$ cat config.mk
export PLATFORM = sky130hd
export DESIGN_NAME = display_frame_scheduler
export DESIGN_NICKNAME = d
export VERILOG_FILES = /design/src/rtl/display_pkg.sv /design/src/rtl/rr_arbiter.sv /design/src/rtl/display_frame_scheduler.sv
export SDC_FILE = /design/constraint.sdc
export NUM_CORES = 1
export LEC_CHECK = 0
export BUFFER_PORTS_ARGS = -buffer_cell sky130_fd_sc_hd__buf_2
export CAP_MARGIN = 20
export CORE_MARGIN = 2
export CORE_UTILIZATION = 43
export CTS_CLUSTER_DIAMETER = 40
export DETAILED_ROUTE_END_ITERATION = 6
export PLACE_DENSITY = 0.74
export SYNTH_ARGS = -nofsm -noshare
export SYNTH_HDL_FRONTEND = slang
export SYNTH_SLANG_ARGS = --single-unit
$ cat constraint.sdc
create_clock -name clk -period 4.13 [get_ports clk]
set_clock_uncertainty 0.1 [all_clocks]
set_input_delay 0.413 -clock clk [delete_from_list [all_inputs] [get_ports clk]]
set_output_delay 0.413 -clock clk [all_outputs]
set_load 0.05 [all_outputs]
$ cat src/rtl/display_pkg.sv
// ---------------------------------------------------------------------------
// display_pkg
// Shared definitions for the 5x7 LED matrix display path.
//   COLUNE_SIZE / TOTAL_COLUNES : matrix geometry (rows per column, columns)
//   DATA_WIDTH                  : packed image width (one bit per LED)
//   sched_state_e               : frame scheduler state encoding
//   BLANK_IMAGE                 : all-LEDs-off image
// ---------------------------------------------------------------------------
package display_pkg;

    localparam int COLUNE_SIZE   = 7;
    localparam int TOTAL_COLUNES = 5;
    localparam int DATA_WIDTH    = COLUNE_SIZE * TOTAL_COLUNES;

    typedef enum logic {
        IDLE   = 1'b0,
        ACTIVE = 1'b1
    } sched_state_e;

    localparam logic [DATA_WIDTH-1:0] BLANK_IMAGE = '0;

endpackage : display_pkg

$ cat src/rtl/rr_arbiter.sv
// ---------------------------------------------------------------------------
// rr_arbiter
// Purely combinational round-robin pick: the first eligible request at or
// after rr_ptr, wrapping from NUM_SRC-1 back to 0. A request is eligible when
// its req bit is set and its exclude bit is clear.
// Ports:
//   req     [NUM_SRC]  request levels
//   rr_ptr  [SRC_W]    search start index (expected < NUM_SRC)
//   exclude [NUM_SRC]  sources to skip (e.g. the current owner)
//   gnt     [NUM_SRC]  one-hot candidate, zero when nothing eligible
//   gnt_idx [SRC_W]    index of the candidate, zero when nothing eligible
//   valid              at least one eligible request
// ---------------------------------------------------------------------------
module rr_arbiter #(
    parameter int NUM_SRC = 4,
    parameter int SRC_W   = 3
) (
    input  logic [NUM_SRC-1:0] req,
    input  logic [SRC_W-1:0]   rr_ptr,
    input  logic [NUM_SRC-1:0] exclude,
    output logic [NUM_SRC-1:0] gnt,
    output logic [SRC_W-1:0]   gnt_idx,
    output logic               valid
);

    logic [NUM_SRC-1:0]   eligible;
    logic [2*NUM_SRC-1:0] rot_dbl;
    logic [NUM_SRC-1:0]   rot;
    logic [NUM_SRC-1:0]   first_rot;
    logic [2*NUM_SRC-1:0] gnt_dbl;

    assign eligible = req & ~exclude;

    // Rotate so that rr_ptr lands on bit 0; the lowest set bit of the rotated
    // vector is then the round-robin winner.
    assign rot_dbl = {eligible, eligible} >> rr_ptr;
    assign rot     = rot_dbl[NUM_SRC-1:0];

    generate
        for (genvar gi = 0; gi < NUM_SRC; gi++) begin : g_first
            if (gi == 0) begin : g_lsb
                assign first_rot[gi] = rot[gi];
            end else begin : g_rest
                assign first_rot[gi] = rot[gi] & ~(|rot[gi-1:0]);
            end
        end
    endgenerate

    // Undo the rotation: the wrapped part of the shift folds back from the
    // upper half.
    assign gnt_dbl = {{NUM_SRC{1'b0}}, first_rot} << rr_ptr;
    assign gnt     = gnt_dbl[NUM_SRC-1:0] | gnt_dbl[2*NUM_SRC-1:NUM_SRC];
    assign valid   = |eligible;

    always_comb begin
        gnt_idx = '0;
        for (int i = 0; i < NUM_SRC; i++) begin
            if (gnt[i]) begin
                gnt_idx = gnt_idx | SRC_W'(i);
            end
        end
    end

endmodule : rr_arbiter

$ cat src/rtl/display_frame_scheduler.sv
// ---------------------------------------------------------------------------
// display_frame_scheduler
// Shares the LED matrix displayer between NUM_SRC image requesters. One
// requester owns the display at a time (round-robin), ownership is kept for at
// least HOLD_FRAMES scan frames while others wait, and the owner's image is
// latched only on frame_tick so the displayer never shows a torn frame.
// Optional build macro: FRAME_SCHED_PRIORITY_EN -- source 0 preempts any other
// owner at the next tick and is never displaced by hold expiry; its grants do
// not move the round-robin pointer.
// Ports:
//   clk         system clock (shared with the displayer)
//   reset       asynchronous active-low reset
//   frame_tick  one-cycle pulse at the end of each full column scan
//   req         per-source request levels
//   image_in    source i image in bits [i*DATA_WIDTH +: DATA_WIDTH]
//   grant       one-hot current owner, zero when idle
//   image_out   frame-latched image for the displayer
//   owner       index of the current owner, zero when idle
//   busy        high while a source owns the display
// ---------------------------------------------------------------------------
module display_frame_scheduler #(
    parameter int DATA_WIDTH  = 35,
    parameter int NUM_SRC     = 4,
    parameter int HOLD_FRAMES = 8,
    parameter int SRC_W       = 3
) (
    input  logic                          clk,
    input  logic                          reset,
    input  logic                          frame_tick,
    input  logic [NUM_SRC-1:0]            req,
    input  logic [NUM_SRC*DATA_WIDTH-1:0] image_in,
    output logic [NUM_SRC-1:0]            grant,
    output logic [DATA_WIDTH-1:0]         image_out,
    output logic [SRC_W-1:0]              owner,
    output logic                          busy
);

    import display_pkg::*;

    localparam logic [7:0]            HOLD_RELOAD = 8'(HOLD_FRAMES - 1);
    localparam logic [DATA_WIDTH-1:0] BLANK       = DATA_WIDTH'(BLANK_IMAGE);
    localparam logic [NUM_SRC-1:0]    SRC0_GNT    = NUM_SRC'(1);

    sched_state_e              state_q,  state_d;
    logic [NUM_SRC-1:0]        grant_q,  grant_d;
    logic [SRC_W-1:0]          owner_q,  owner_d;
    logic [7:0]                hold_q,   hold_d;
    logic [SRC_W-1:0]          rr_ptr_q, rr_ptr_d;
    logic [DATA_WIDTH-1:0]     image_q,  image_d;

    logic [NUM_SRC-1:0]        arb_gnt;
    logic [SRC_W-1:0]          arb_idx;
    logic                      arb_valid;

    logic [DATA_WIDTH-1:0]     src_image   [NUM_SRC];
    logic [DATA_WIDTH-1:0]     arb_masked  [NUM_SRC];
    logic [DATA_WIDTH-1:0]     own_masked  [NUM_SRC];
    logic [DATA_WIDTH-1:0]     arb_image;
    logic [DATA_WIDTH-1:0]     owner_image;

    logic                      owner_req;
    logic                      may_switch;
    logic                      prio_take;
    logic                      prio_hold;
    logic [SRC_W-1:0]          rr_after_arb;

    // The current owner is excluded so a hold-expiry switch moves on to a
    // different source; in IDLE grant_q is zero and nothing is excluded.
    rr_arbiter #(
        .NUM_SRC (NUM_SRC),
        .SRC_W   (SRC_W)
    ) u_rr_arbiter (
        .req     (req),
        .rr_ptr  (rr_ptr_q),
        .exclude (grant_q),
        .gnt     (arb_gnt),
        .gnt_idx (arb_idx),
        .valid   (arb_valid)
    );

    generate
        for (genvar gi = 0; gi < NUM_SRC; gi++) begin : g_src
            assign src_image[gi]  = image_in[gi*DATA_WIDTH +: DATA_WIDTH];
            assign arb_masked[gi] = {DATA_WIDTH{arb_gnt[gi]}} & src_image[gi];
            assign own_masked[gi] = {DATA_WIDTH{grant_q[gi]}} & src_image[gi];
        end
    endgenerate

    // One-hot AND-OR image selection for the candidate and the current owner.
    always_comb begin
        arb_image   = '0;
        owner_image = '0;
        for (int i = 0; i < NUM_SRC; i++) begin
            arb_image   = arb_image   | arb_masked[i];
            owner_image = owner_image | own_masked[i];
        end
    end

    assign owner_req    = |(req & grant_q);
    assign rr_after_arb = (arb_idx == SRC_W'(NUM_SRC - 1)) ? '0 : arb_idx + 1'b1;

`ifdef FRAME_SCHED_PRIORITY_EN
    assign prio_take = req[0] && ((state_q == IDLE) || (owner_q != '0));
    assign prio_hold = req[0] && (state_q == ACTIVE) && (owner_q == '0);
`else
    assign prio_take = 1'b0;
    assign prio_hold = 1'b0;
`endif

    // A new round-robin grant is allowed from IDLE, when the owner lets go,
    // or once the minimum hold has run out.
    assign may_switch = (state_q == IDLE) || !owner_req ||
                        ((hold_q == 8'd0) && !prio_hold);

    always_comb begin
        state_d  = state_q;
        grant_d  = grant_q;
        owner_d  = owner_q;
        hold_d   = hold_q;
        rr_ptr_d = rr_ptr_q;
        image_d  = image_q;
        if (frame_tick) begin
            if (prio_take) begin
                // Priority grant leaves rr_ptr alone so rotation resumes later.
                state_d = ACTIVE;
                grant_d = SRC0_GNT;
                owner_d = '0;
                hold_d  = HOLD_RELOAD;
                image_d = src_image[0];
            end else if (may_switch && arb_valid) begin
                state_d  = ACTIVE;
                grant_d  = arb_gnt;
                owner_d  = arb_idx;
                hold_d   = HOLD_RELOAD;
                rr_ptr_d = rr_after_arb;
                image_d  = arb_image;
            end else if ((state_q == IDLE) || !owner_req) begin
                state_d = IDLE;
                grant_d = '0;
                owner_d = '0;
                hold_d  = 8'd0;
                image_d = BLANK;
            end else begin
                // Keep the owner; hold_cnt saturates at zero so a sole owner
                // can be displaced at the very next tick once anyone asks.
                image_d = owner_image;
                hold_d  = (hold_q == 8'd0) ? 8'd0 : hold_q - 8'd1;
            end
        end
    end

    always_ff @(posedge clk or negedge reset) begin
        if (!reset) begin
            state_q  <= IDLE;
            grant_q  <= '0;
            owner_q  <= '0;
            hold_q   <= 8'd0;
            rr_ptr_q <= '0;
            image_q  <= BLANK;
        end else begin
            state_q  <= state_d;
            grant_q  <= grant_d;
            owner_q  <= owner_d;
            hold_q   <= hold_d;
            rr_ptr_q <= rr_ptr_d;
            image_q  <= image_d;
        end
    end

    assign grant     = grant_q;
    assign owner     = owner_q;
    assign image_out = image_q;
    assign busy      = (state_q == ACTIVE);

endmodule : display_frame_scheduler

* Word-level counts from Yosys, hierarchy flattened *
Cells that the tools add are included.

storage, ports and cells
  flip-flop bits (word level) = 54
  logic and storage cells = 63
  bits of input ports = 147
  output and inout port bits = 43

operators by class
  $add $sub $neg = 2
  reduce and logical (&&, ||, !) cells = 12
  multiplexer cells = 15
  shift-type cells = 2
  bitwise operators = 25
  equality and inequality tests = 1

operators by type and width
  operator                                                             number
  35-bit bitwise AND                                                   8
  35-bit bitwise OR                                                    6
  35-bit two-way mux                                                   2
  8-bit two-way mux                                                    3
  3-bit two-way mux                                                    3
  4-bit bitwise AND                                                    2
  8-bit zero test                                                      1
  4-bit two-way mux                                                    2
  4-bit OR reduction                                                   2
  4-bit by 3-bit << shifter with 8-bit output                          1
  8-bit by 3-bit >> shifter with 4-bit output                          1
  8-bit by 1-bit subtractor with 8-bit output (second input constant)  1
  2-bit two-way mux                                                    2
  1-bit inverter                                                       4
  4-bit inverter                                                       1
  4-bit bitwise OR                                                     1
  2-bit AND reduction                                                  2
  3-bit by 1-bit adder with 3-bit output (second input constant)       1
  1-bit bitwise AND                                                    3
  3-bit by 2-bit == test with 1-bit output (second input constant)     1
  1-bit two-way mux                                                    3
  3-bit OR reduction                                                   1
  1-bit logical OR                                                     2
  2-bit nonzero test                                                   1
  other kinds (3)                                                      3

* Longest topological paths before layout *
  depth in word-level cells = 13
  mapped depth = 10
  gate-level depth less buffers = 8

* Cells and area by module *
From an unflattened synthesis, not the netlist that was laid out.

unflattened totals
  cells, all modules = 469
  area total of the unflattened synthesis = 4,250.3 um2

modules (own cells, without submodules)
  module                   cells an instance  area each (um2)  instances  sequential area each (um2)
  display_frame_scheduler  413                3,891.2          1          1,351.3
  rr_arbiter               56                 359.1            1          0.0

* Least setup slack after synthesis *
OpenSTA, ideal clock, no wires.

  kind = register to register
  start = reg grant_q[0] (netlist: grant[0])
  end = reg image_q[22] (netlist: image_out[22])
  period minus slack after synthesis = 2.127 ns
  setup time = 0.145 ns
  buffers on the path = 2
  required time = 3.885 ns
  arrival = 1.881 ns
  stages on the path, launching flop included = 9
  slack = 2.003 ns
  cells stage by stage = dfrtp_1 and2b_4 a21oi_2 o211a_1 buf_6 buf_6 a22o_1 a221oi_2 o221ai_2

between the ends
  longest elaborated chain between the ends = 13
  elaborated cells between the ends (all ways) = 33
  those cells by class = shift (2); mux (2); bitwise (21); reduce/logical (8)

RTL lines
  what                                                             line                            source
  from (decl)                                                      display_frame_scheduler.sv:45   logic [NUM_SRC-1:0] grant_q, grant_d;
  from (signal assigned)                                           display_frame_scheduler.sv:162  grant_q <= grant_d;
  4-bit inverter                                                   rr_arbiter.sv:32                assign eligible = req & ~exclude;
  4-bit bitwise AND                                                rr_arbiter.sv:32
  8-bit by 3-bit >> shifter with 4-bit output                      rr_arbiter.sv:36                assign rot_dbl = {eligible, eligible} >> rr_ptr;
  3-bit OR reduction / 2-bit OR reduction (equally long branches)  rr_arbiter.sv:44                assign first_rot[gi] = rot[gi] & ~(|rot[gi-1:0]);
  1-bit inverter                                                   rr_arbiter.sv:44
  1-bit bitwise AND                                                rr_arbiter.sv:44
  4-bit by 3-bit << shifter with 8-bit output                      rr_arbiter.sv:51                assign gnt_dbl = {{NUM_SRC{1'b0}}, first_rot} << rr_ptr;
  4-bit bitwise OR                                                 rr_arbiter.sv:52                assign gnt = gnt_dbl[NUM_SRC-1:0] | gnt_dbl[2*NUM_SRC-1:NUM_SRC];
  35-bit bitwise AND                                               display_frame_scheduler.sv:84   assign arb_masked[gi] = {DATA_WIDTH{arb_gnt[gi]}} & src_image[gi];
  35-bit bitwise OR (3 in a row)                                   display_frame_scheduler.sv:94   arb_image = arb_image | arb_masked[i];
  35-bit two-way mux *                                             display_frame_scheduler.sv:130  end else if (may_switch && arb_valid) begin
  to (signal assigned)                                             display_frame_scheduler.sv:166  image_q <= image_d;
  to (decl)                                                        display_frame_scheduler.sv:49   logic [DATA_WIDTH-1:0] image_q, image_d;

Mark *: on every way between the ends. The rest lies on a longest branch, timed or not.
A chain may end at the register's enable or synchronous reset.

* Worst setup path in the final report *
  start = reg grant_q[2] (netlist: grant[2])
  end = reg image_q[9] (netlist: image_out[9])

Same word-level chain as after synthesis.

==> impl_metrics.env <==
export IMPL_cts_made_buffers=5
export IMPL_postRouteAntennaNets=0
export IMPL_die_w_um=104
export IMPL_worstPathRequired_ns=4.24
export IMPL_clk_pin_slew_worst_paths_ns=0.10
export IMPL_num_vias=4826
export IMPL_p_leak_nw=2.51
export IMPL_syn2layout_area_growth_pct=24.1
export IMPL_yosysWarningCount=0
export IMPL_synth_seq_cells=52
export IMPL_path_cells="nand2b_1 -> o21ai_1 -> a211oi_4 -> buf_12 -> a22o_1 -> a221oi_2 -> o221ai_1"
export IMPL_worst_pin_slew_ns=0.934
export IMPL_cpPeakStageDelay_ns=0.90
export IMPL_syn_area_mm2=0.00433
export IMPL_yosysSeqAreaShare=0.301
export IMPL_synthXorXnorAreaFrac=0.00405
export IMPL_synth_cell_types=45
export IMPL_final_fill_count=914
export IMPL_vias_per_cell=6.30
export IMPL_numPortBuffers=188
export IMPL_antenna_found_initial=1
export IMPL_layout_commonest_cell="buf_2"
export IMPL_synth_nets=624
export IMPL_finalCritPeriodShare=0.726
export IMPL_async_flop_share=1.00
export IMPL_die_h_um=104
export IMPL_slew_headroom=0.375
export IMPL_final_nets=780
export IMPL_min_path_type="primary input to async pin"
export IMPL_grt_max_degree=53
export IMPL_drc=0
export IMPL_final_cell_mix="188 x buf_2, 66 x a22oi_1, 52 x dfrtp_1"
export IMPL_grt_pass1_vias=4955
export IMPL_yosys_area_share_simple=0.123
export IMPL_post_synth_fa_ha_maj_area_fraction=0.00578
export IMPL_arrival_ns=3.11
export IMPL_setup_viol=0
export IMPL_r2r_setup_slack_ns=1.13
export IMPL_synth_edf_count=0
export IMPL_drv_cap=0
export IMPL_dp_hpwl_mm=10.3
export IMPL_drtIter0Drc=303
export IMPL_grt_usage=0.260
export IMPL_die_area_mm2=0.0109
export IMPL_synthMuxAreaShare=0
export IMPL_rsz0062_at_grt="no"
export IMPL_fmax_ghz=0.333
export IMPL_routed_wl_mm=14.4
export IMPL_cp_slowest_cell="dfrtp_1"
export IMPL_synth_area_per_cell_um2=9.11
export IMPL_cts_root_buf="clkbuf_8"
export IMPL_clock_path_buffers=2
export IMPL_synthesis_instances=475
export IMPL_cts_setup_buffers=0
export IMPL_clock_latency_ns=0.31
export IMPL_io_pins=190
export IMPL_fp_coreArea_mm2=0.00977
export IMPL_synth_compound_area_frac=0.467
export IMPL_drive_above_1_share=0.418
export IMPL_maxSlewViolCount=0
export IMPL_final_util=0.550
export IMPL_cts_max_level=2
export IMPL_synth_top_family_by_area="compound AO/OA/AOI/OAI gates"
export IMPL_setup_tns_final_ns=0
export IMPL_reg2regPathDepth=7
export IMPL_gp_congestion=0.848
export IMPL_hold_violations=0
export IMPL_power_density_mw_per_mm2=709
export IMPL_cp_max_fo=25
export IMPL_end_kind="flip-flop"
export IMPL_rows=36
export IMPL_ir_drop_uv=311
export IMPL_cts_sinks=52
export IMPL_cp_start_kind="flip-flop"
export IMPL_cts_resized=0
export IMPL_grt_first_pass_wirelength_mm=23.4
export IMPL_crit_type="flip-flop to flip-flop"
export IMPL_dr_pass1_iters=5
export IMPL_ys_flop_type="dfrtp_1"
export IMPL_overflow=0
export IMPL_hold_buffers=0
export IMPL_start_util=0.443
export IMPL_cts_tree="built"
export IMPL_wl_per_cell_um=18.9
export IMPL_fin_crit_ns=3.00
export IMPL_status="finished, final reports clean"
critical path: cells and delay by family, from the launching register on:
| family | cells | cell delay [ns] |
|---|---|---|
| flip-flops | 1 | 0.90 |
| buffers and inverters | 1 | 0.26 |
| AND/OR/NAND/NOR | 1 | 0.37 |
| AO/OA/AOI/OAI | 5 | 1.25 |
flip-flops by register name (all words and copies together) (netlist names):
signal and cells:
hold_q 8, image_out 35, owner 2, rr_ptr_q 2, grant 4, busy 1
per-layer routing:
layer / vias up / global-route usage / share of wire
li1: 2194 / - / -
met1: 2341 / 0.302 / 0.40
met2: 252 / 0.446 / 0.50
met3: 39 / 0.0457 / 0.067
met4: 0 / 0.151 / 0.033
met5: - / 0 / 0
kinds of logic (layout without fill, tap and decap cells):
group,Yosys count,count (layout)
DFF,52,52
AOI/OAI and AO/OA,224,224
and+or+nand+nor,107,107
buffers and inverters,87,244
xor gates and xnor gates,2,2
adders and majority gates,2,2
other,1,2
area by class of cell:
cell class	count	area, um^2	share of cell area
clock inverters	3	18.8	0.00349
multi-input cells	336	2630	0.489
repair buffers	199	1050	0.195
clock buffers	5	68.8	0.0128
well taps	133	166	0.0310
flip-flops and latches	52	1300	0.242
diodes	1	2.50	0.000466
inverters	37	139	0.0258
final timing paths:
check,startpoint,to
max in group asynchronous,reset,rr_ptr_q[0]$_DFFE_PN0P_
min in group clk,image_in[97],image_out[27]$_DFFE_PN0P_
hold reg to reg,owner[1]$_DFFE_PN0P_,owner[1]$_DFFE_PN0P_
setup / recovery,grant[2]$_DFFE_PN0P_,image_out[9]$_DFFE_PN0P_
setup reg to reg,grant[2]$_DFFE_PN0P_,image_out[9]$_DFFE_PN0P_
hold / removal,reset,hold_q[4]$_DFFE_PN0P_
synth_stat cells, types with 2 or more instances:
| master | count | area share |
|---|---|---|
| buf_1 | 8 | 0.0069 |
| a21oi_1 | 6 | 0.0069 |
| clkbuf_1 | 14 | 0.012 |
| buf_2 | 13 | 0.015 |
| a221oi_1 | 10 | 0.020 |
| a22oi_1 | 66 | 0.11 |
| a221oi_2 | 29 | 0.10 |
| inv_1 | 37 | 0.032 |
| ha_1 | 2 | 0.0058 |
| a22o_1 | 43 | 0.087 |
| and2b_4 | 3 | 0.0069 |
| nand3_1 | 36 | 0.042 |
| dfrtp_1 | 52 | 0.30 |
| nand2b_1 | 5 | 0.0072 |
| o21ai_1 | 10 | 0.012 |
| o221ai_1 | 18 | 0.036 |
| buf_4 | 8 | 0.014 |
| nor2_1 | 3 | 0.0026 |
| o22ai_1 | 3 | 0.0043 |
| o21ai_0 | 14 | 0.016 |
| nor3_1 | 3 | 0.0035 |
| and2_1 | 2 | 0.0029 |
| a21oi_2 | 3 | 0.0061 |
| o221ai_2 | 13 | 0.045 |
| buf_6 | 7 | 0.018 |
| o21a_1 | 2 | 0.0035 |
| nand2_1 | 47 | 0.041 |
report_power, final:
part / switching, W / internal, W
clock: 0.000178 / 0.000119
sequential: 0.000197 / 0.000700
combinational: 0.00172 / 0.000895
metrics by stage:
stage                     hold WS, ns  setup WS, ns  cells  total power [W]  area (um^2)
after floorplan                0.0174          2.00    475          0.00290         4330
after global routing            0.188         0.923    766          0.00406         5370
after CTS                       0.147          1.17    765          0.00381         5370
after global placement          0.358          1.30    757          0.00345         5280
final                           0.118          1.13    766          0.00381         5370
after detailed placement        0.373          1.19    757          0.00351         5280
(Power assumes the default switching activity.)
